File: src/rtl/tmds_decoder.sv
// TMDS 8b/10b symbol decoder with control-token alignment FSM (search / bit-slip / lock).
// Optional lock-loss event counter on o_err_cnt is built when TMDS_DEC_ERR_CNT_EN is defined.
module tmds_decoder #(
  parameter int unsigned SEARCH_LEN = 4096,
  parameter int unsigned CTRL_RUN   = 8
) (
  input  logic        i_clk,
  input  logic        i_rst_n,
  input  logic [9:0]  i_tmds,
  output logic [7:0]  o_pixel,
  output logic [1:0]  o_ctrl,
  output logic        o_de,
  output logic        o_locked,
  output logic        o_bitslip,
  output logic [15:0] o_err_cnt
);

  typedef enum logic [1:0] {SEARCH, SLIP_WAIT, LOCKED} state_t;

  localparam logic [15:0] WD_LAST = 16'(SEARCH_LEN - 1);
  localparam logic [7:0]  RUN_TGT = 8'(CTRL_RUN);

  state_t      state_q, state_d;
  logic [9:0]  tmds_q;
  logic        vld_q;
  logic [15:0] wd_q, wd_d, wd_inc, wd_cnt;
  logic [7:0]  run_q, run_d, run_inc, run_cnt;
  logic [2:0]  wait_q, wait_d;
  logic [7:0]  pixel_q, pixel_d;
  logic [1:0]  ctrl_q, ctrl_d;
  logic        de_q, de_d;
  logic        match, is_ctrl, is_data, bitslip;
  logic [1:0]  cval;
  logic [7:0]  qv, dec;

  // Stage 1: capture symbol; vld_q keeps the reset-cleared register from being decoded
  always_ff @(posedge i_clk) begin
    if (!i_rst_n) begin
      tmds_q <= '0;
      vld_q  <= 1'b0;
    end else begin
      tmds_q <= i_tmds;
      vld_q  <= 1'b1;
    end
  end

  always_comb begin
    match = 1'b0;
    cval  = 2'b00;
    case (tmds_q)
      10'b1101010100: begin match = 1'b1; cval = 2'b00; end
      10'b0010101011: begin match = 1'b1; cval = 2'b01; end
      10'b0101010100: begin match = 1'b1; cval = 2'b10; end
      10'b1010101011: begin match = 1'b1; cval = 2'b11; end
      default:        begin match = 1'b0; cval = 2'b00; end
    endcase
    is_ctrl = vld_q & match;
    is_data = vld_q & ~match;
  end

  always_comb begin
    qv     = tmds_q[9] ? ~tmds_q[7:0] : tmds_q[7:0];
    dec    = '0;
    dec[0] = qv[0];
    for (int unsigned n = 1; n < 8; n++) begin
      dec[n] = tmds_q[8] ? (qv[n] ^ qv[n-1]) : ~(qv[n] ^ qv[n-1]);
    end
  end

  always_comb begin
    pixel_d = pixel_q;
    ctrl_d  = ctrl_q;
    de_d    = de_q;
    if (is_ctrl) begin
      de_d   = 1'b0;
      ctrl_d = cval;
    end else if (is_data) begin
      de_d    = 1'b1;
      pixel_d = dec;
    end
  end

  // Alignment FSM and counters
  always_comb begin
    state_d = state_q;
    wait_d  = wait_q;
    bitslip = 1'b0;
    wd_inc  = (wd_q == 16'hFFFF) ? wd_q : wd_q + 16'd1;
    run_inc = (run_q == 8'hFF) ? run_q : run_q + 8'd1;
    wd_cnt  = wd_q;
    run_cnt = run_q;
    if (is_ctrl) begin
      wd_cnt  = '0;
      run_cnt = run_inc;
    end else if (is_data) begin
      wd_cnt  = wd_inc;
      run_cnt = '0;
    end
    wd_d  = wd_cnt;
    run_d = run_cnt;
    case (state_q)
      SEARCH: begin
        if (is_ctrl && run_inc == RUN_TGT) begin
          state_d = LOCKED;
        end else if (is_data && wd_q == WD_LAST) begin
          state_d = SLIP_WAIT;
          bitslip = 1'b1;
          wd_d    = '0;
          run_d   = '0;
          wait_d  = '0;
        end
      end
      SLIP_WAIT: begin
        wd_d   = '0;
        run_d  = '0;
        wait_d = wait_q + 3'd1;
        if (wait_q == 3'd7) state_d = SEARCH;
      end
      LOCKED: begin
        if (is_data && wd_q == WD_LAST) begin
          state_d = SEARCH;
          wd_d    = '0;
          run_d   = '0;
        end
      end
      default: state_d = SEARCH;
    endcase
  end

  always_ff @(posedge i_clk) begin
    if (!i_rst_n) begin
      state_q <= SEARCH;
      wd_q    <= '0;
      run_q   <= '0;
      wait_q  <= '0;
      pixel_q <= '0;
      ctrl_q  <= '0;
      de_q    <= 1'b0;
    end else begin
      state_q <= state_d;
      wd_q    <= wd_d;
      run_q   <= run_d;
      wait_q  <= wait_d;
      pixel_q <= pixel_d;
      ctrl_q  <= ctrl_d;
      de_q    <= de_d;
    end
  end

  assign o_pixel   = pixel_q;
  assign o_ctrl    = ctrl_q;
  assign o_de      = de_q;
  assign o_locked  = (state_q == LOCKED);
  assign o_bitslip = bitslip;

`ifdef TMDS_DEC_ERR_CNT_EN
  logic [15:0] err_q;
  logic        lock_lost;
  assign lock_lost = (state_q == LOCKED) && (state_d == SEARCH);
  always_ff @(posedge i_clk) begin
    if (!i_rst_n) begin
      err_q <= '0;
    end else if (lock_lost && err_q != 16'hFFFF) begin
      err_q <= err_q + 16'd1;
    end
  end
  assign o_err_cnt = err_q;
`else
  assign o_err_cnt = '0;
`endif

endmodule

File: config.mk
export PLATFORM = sky130hd
export DESIGN_NAME = tmds_decoder
export DESIGN_NICKNAME = d
export VERILOG_FILES = /design/src/rtl/tmds_decoder.sv
export SDC_FILE = /design/constraint.sdc
export NUM_CORES = 1
export LEC_CHECK = 0
export ABC_AREA = 1
export CAP_MARGIN = 10
export CORE_UTILIZATION = 45
export DETAILED_ROUTE_END_ITERATION = 12
export PLACE_DENSITY_LB_ADDON = 0.15
export SETUP_SLACK_MARGIN = 0.15
export SYNTH_ARGS = -nofsm -noshare
export SYNTH_HDL_FRONTEND = slang
export SYNTH_SLANG_ARGS = --single-unit
File: constraint.sdc
create_clock -name i_clk -period 3.9 [get_ports i_clk]
set_clock_uncertainty 0.15 [all_clocks]
set_input_delay 0.78 -clock i_clk [delete_from_list [all_inputs] [get_ports i_clk]]
set_output_delay 0.78 -clock i_clk [all_outputs]
set_load 0.02 [all_outputs]
==> results by group <==
Outcome
  • Status: finished, final reports clean

Layout
  • Total Nets Final: 435
  • Final instance area: 3220 sq um
  • Post-route insts no fill: 487
  • Area of the multi-input gates: 1590 sq um
  • Layout area overhead: 11.1%
  • ANT cells: 0
  • # fillers: 610
  • Share of layout cells above drive strength 1: 0.0995
  • Register area: 1020 sq um

Power and ir drop
  • Total chip power: 0.00103 W
  • Reg power frac: 0.552
  • Net switching power: roughly 0.00028 W
  • Power Dens Cells: 319 nW/um^2
  • Clock share of power: 0.314
  • Sw Share: 0.271
  • Power share of the combinational group: 0.134
  • Static Leak: 1.36 nW
  • Worst vdd ir: 196 uV
  • Cell Int Power: around 0.00075 W

Logic synthesis
  • Syn Inst Count: 388
  • Yosys warns: 0
  • Commonest cells in the netlist: 64 x nand2_1, 51 x dfxtp_1, 43 x inv_1
  • EDFF count, synth: 0
  • Count leader, synth: nand2_1
  • Async set-reset flop share out of synthesis: 0
  • Mapped cell area: 2900 sq um
  • Count of cell types in the netlist: 36
  • Seq/Total Area, Yosys: 0.352
  • Mapped Avg Cell Area: 7.47 sq um
  • Leading post-synthesis cells by cell area: dfxtp_1 35%, nand2_1 8.3%, nand3_1 5.9%, inv_1 5.6%, ha_1 5.2%
  • Yosys reg bits: 51
  • Cell accounting for the most synthesized area: dfxtp_1
  • Primary FF master, synth: dfxtp_1
  • Synth top area share: 0.352

Route
  • Detail Route Antenna Nets: 0
  • Routed WL: 5550 um
  • Initial DRC count: 92
  • DRC: 0
  • Vias: 2404
  • DR vias/cell: 4.94
  • Average routed wire per standard cell: approximately 11 um
  • Number of iterations in the first detailed-routing pass: 4

STA
  • Worst Tran Pin Value: around 0.73 ns
  • Final setup vio count: 0
  • Setup TNS: 0 ns
  • Period utilization: 0.868
  • Slew margin rel.: 0.514
  • Final Critical Period: 3.39 ns
  • RSZ-0062 raised after global routing: false
  • Fmax achieved: 295 MHz
  • Final WS setup: 0.514 ns
  • Final hold vios: 0
  • Pins over their slew limit: 0

Floorplanning
  • Cell Rows: 28
  • Die X: 82.2 um
  • Core footprint: 6060 sq um
  • Initial core utilization: 0.478
  • I/O Pins: 41
  • Full die area: 6760 sq um
  • Height of the die: 82.2 um

Setup path
  • Worst setup EP type: primary output
  • Cells on worst reg2reg path: 9
  • CP Launch Type: flop
  • WS Path Type: reg2out
  • Crit Path Max Fanout: 9
  • Crit path DAT: about 2.5 ns
  • Reg-to-reg critical path endpoint: wd_q[1]$_SDFF_PN0_
  • Reg2Reg Setup Slack: 1.41 ns
  • FF-to-FF Start: tmds_q[8]$_SDFF_PN0_
  • Required time of the worst setup path: approximately 3.0 ns

Clocking
  • Cts repair resizes: 0
  • Clk slew on worst S/H paths: 0.10 ns
  • Post-CTS setup buffer count: 0
  • Clock Sinks: 51
  • H-Tree Depth: 2
  • Root buffer cell: clkbuf_8
  • Clock Latency Late Sink: 0.31 ns
  • CTS Hold Buffers Added: 0
  • CTS tree: done
  • Cts bufs inserted: 5
  • CTS max path bufs: 2

Global route
  • Antenna violations before repair: 0
  • Vias in the first global route: 1997
  • GRT Resource Usage Total: 0.176
  • First-pass GRT wire length: ~9000 um
  • Largest net degree at the start of global routing: 38
  • Total grt overflow: 0

Placement
  • Post-Place Cells: 479
  • Post-Place Setup Slack: 0.832 ns
  • Post-placement cell area: 3120 sq um
  • # port buffers: 24
  • RD Place Congestion: 0.828
  • Post-DP HPWL: 4130 um

Hold path
  • Min-Delay Path Depth: 1
  • Hold endpoint: o_de$_SDFFE_PP0P_
  • HP Class: reg2reg
  • HP Start: o_de$_SDFFE_PP0P_

Run
  • Maxcap violations: 0
metal layers:
metal,vias to the layer above,global-route usage,part of all wire,wire length (um)
li1,1261,-,-,-
met3,6,0.0363,0.031,173
met2,40,0.288,0.47,2610
met4,0,0.0526,0.0083,46
met5,-,0,0,0
met1,1097,0.233,0.49,2720
power groups by stage:
stage / clock network [W] / logic (W) / registers (W)
floorplan: 0 / 0.000107 / 0.000582
global route: 0.000355 / 0.000154 / 0.000571
global placement: 0 / 0.000137 / 0.000579
detailed placement: 0 / 0.000138 / 0.000579
CTS: 0.000336 / 0.000139 / 0.000567
finish: 0.000322 / 0.000138 / 0.000567
cell usage in the layout (no fill, tap or decap), types with 16 or more instances in the layout:
cell type        instances
a21oi_1                 18
clkdlybuf4s50_1         24
conb_1                  16
dfxtp_1                 51
inv_1                   43
nand2_1                 64
nand3_1                 34
nor2_1                  40
o21ai_0                 20
flip-flops by register name (all words and copies together) (netlist names):
name	cells
tmds_q	10
run_q	8
vld_q	1
o_de	1
o_pixel	8
wait_q	3
o_ctrl	2
wd_q	16
state_q	2
final cells by class:
type | count | area share
sequential | 51 | 0.317
tap | 75 | 0.0292
timing repair buffer | 25 | 0.0770
clock inverter | 2 | 0.00506
clock buffer | 6 | 0.0257
multi-input combinational | 283 | 0.493
inverter | 45 | 0.0525
worst max path at each step:
stage,slack (ns),cells after the start,endpoint,startpoint
after floorplan,1.35,7,o_bitslip,wd_q[0]$_SDFF_PN0_
after global placement,0.87,7,o_bitslip,tmds_q[8]$_SDFF_PN0_
after detailed placement,0.83,7,o_bitslip,tmds_q[8]$_SDFF_PN0_
after CTS,0.47,10,o_bitslip,tmds_q[2]$_SDFF_PN0_
after global routing,0.29,10,o_bitslip,tmds_q[2]$_SDFF_PN0_
final,0.51,7,o_bitslip,tmds_q[8]$_SDFF_PN0_
metrics by stage:
| step | hold slack (ns) | utilization |
|---|---|---|
| 6_report | 0.335 | 0.531 |
| 5_1_grt | 0.373 | 0.531 |
| 4_1_cts | 0.339 | 0.531 |
| 3_5_place_dp | 0.319 | 0.514 |
| 3_3_place_gp | 0.302 | 0.514 |
| 2_1_floorplan | 0.313 | - |
cells by family after synthesis:
group                      count (synthesis)  share of synthesized area
adders and majority gates                 12                     0.0518
buffers and inverters                     69                      0.119
xor gates and xnor gates                  21                     0.0635
DFF                                       51                      0.352
other                                      1                    0.00129
muxes                                      1                    0.00346
AOI/OAI and AO/OA                         51                     0.0985
and+or+nand+nor                          182                      0.310
worst max-delay path, stage by stage (launching register included):
cell	delay, ns
dfxtp_1	0.69
nor2_4	0.09
nand4_4	0.11
nand3_1	0.11
nor2_1	0.17
nand4_1	0.11
nor3_1	0.22
clkdlybuf4s50_1	0.64
(Power assumes the default switching activity.)
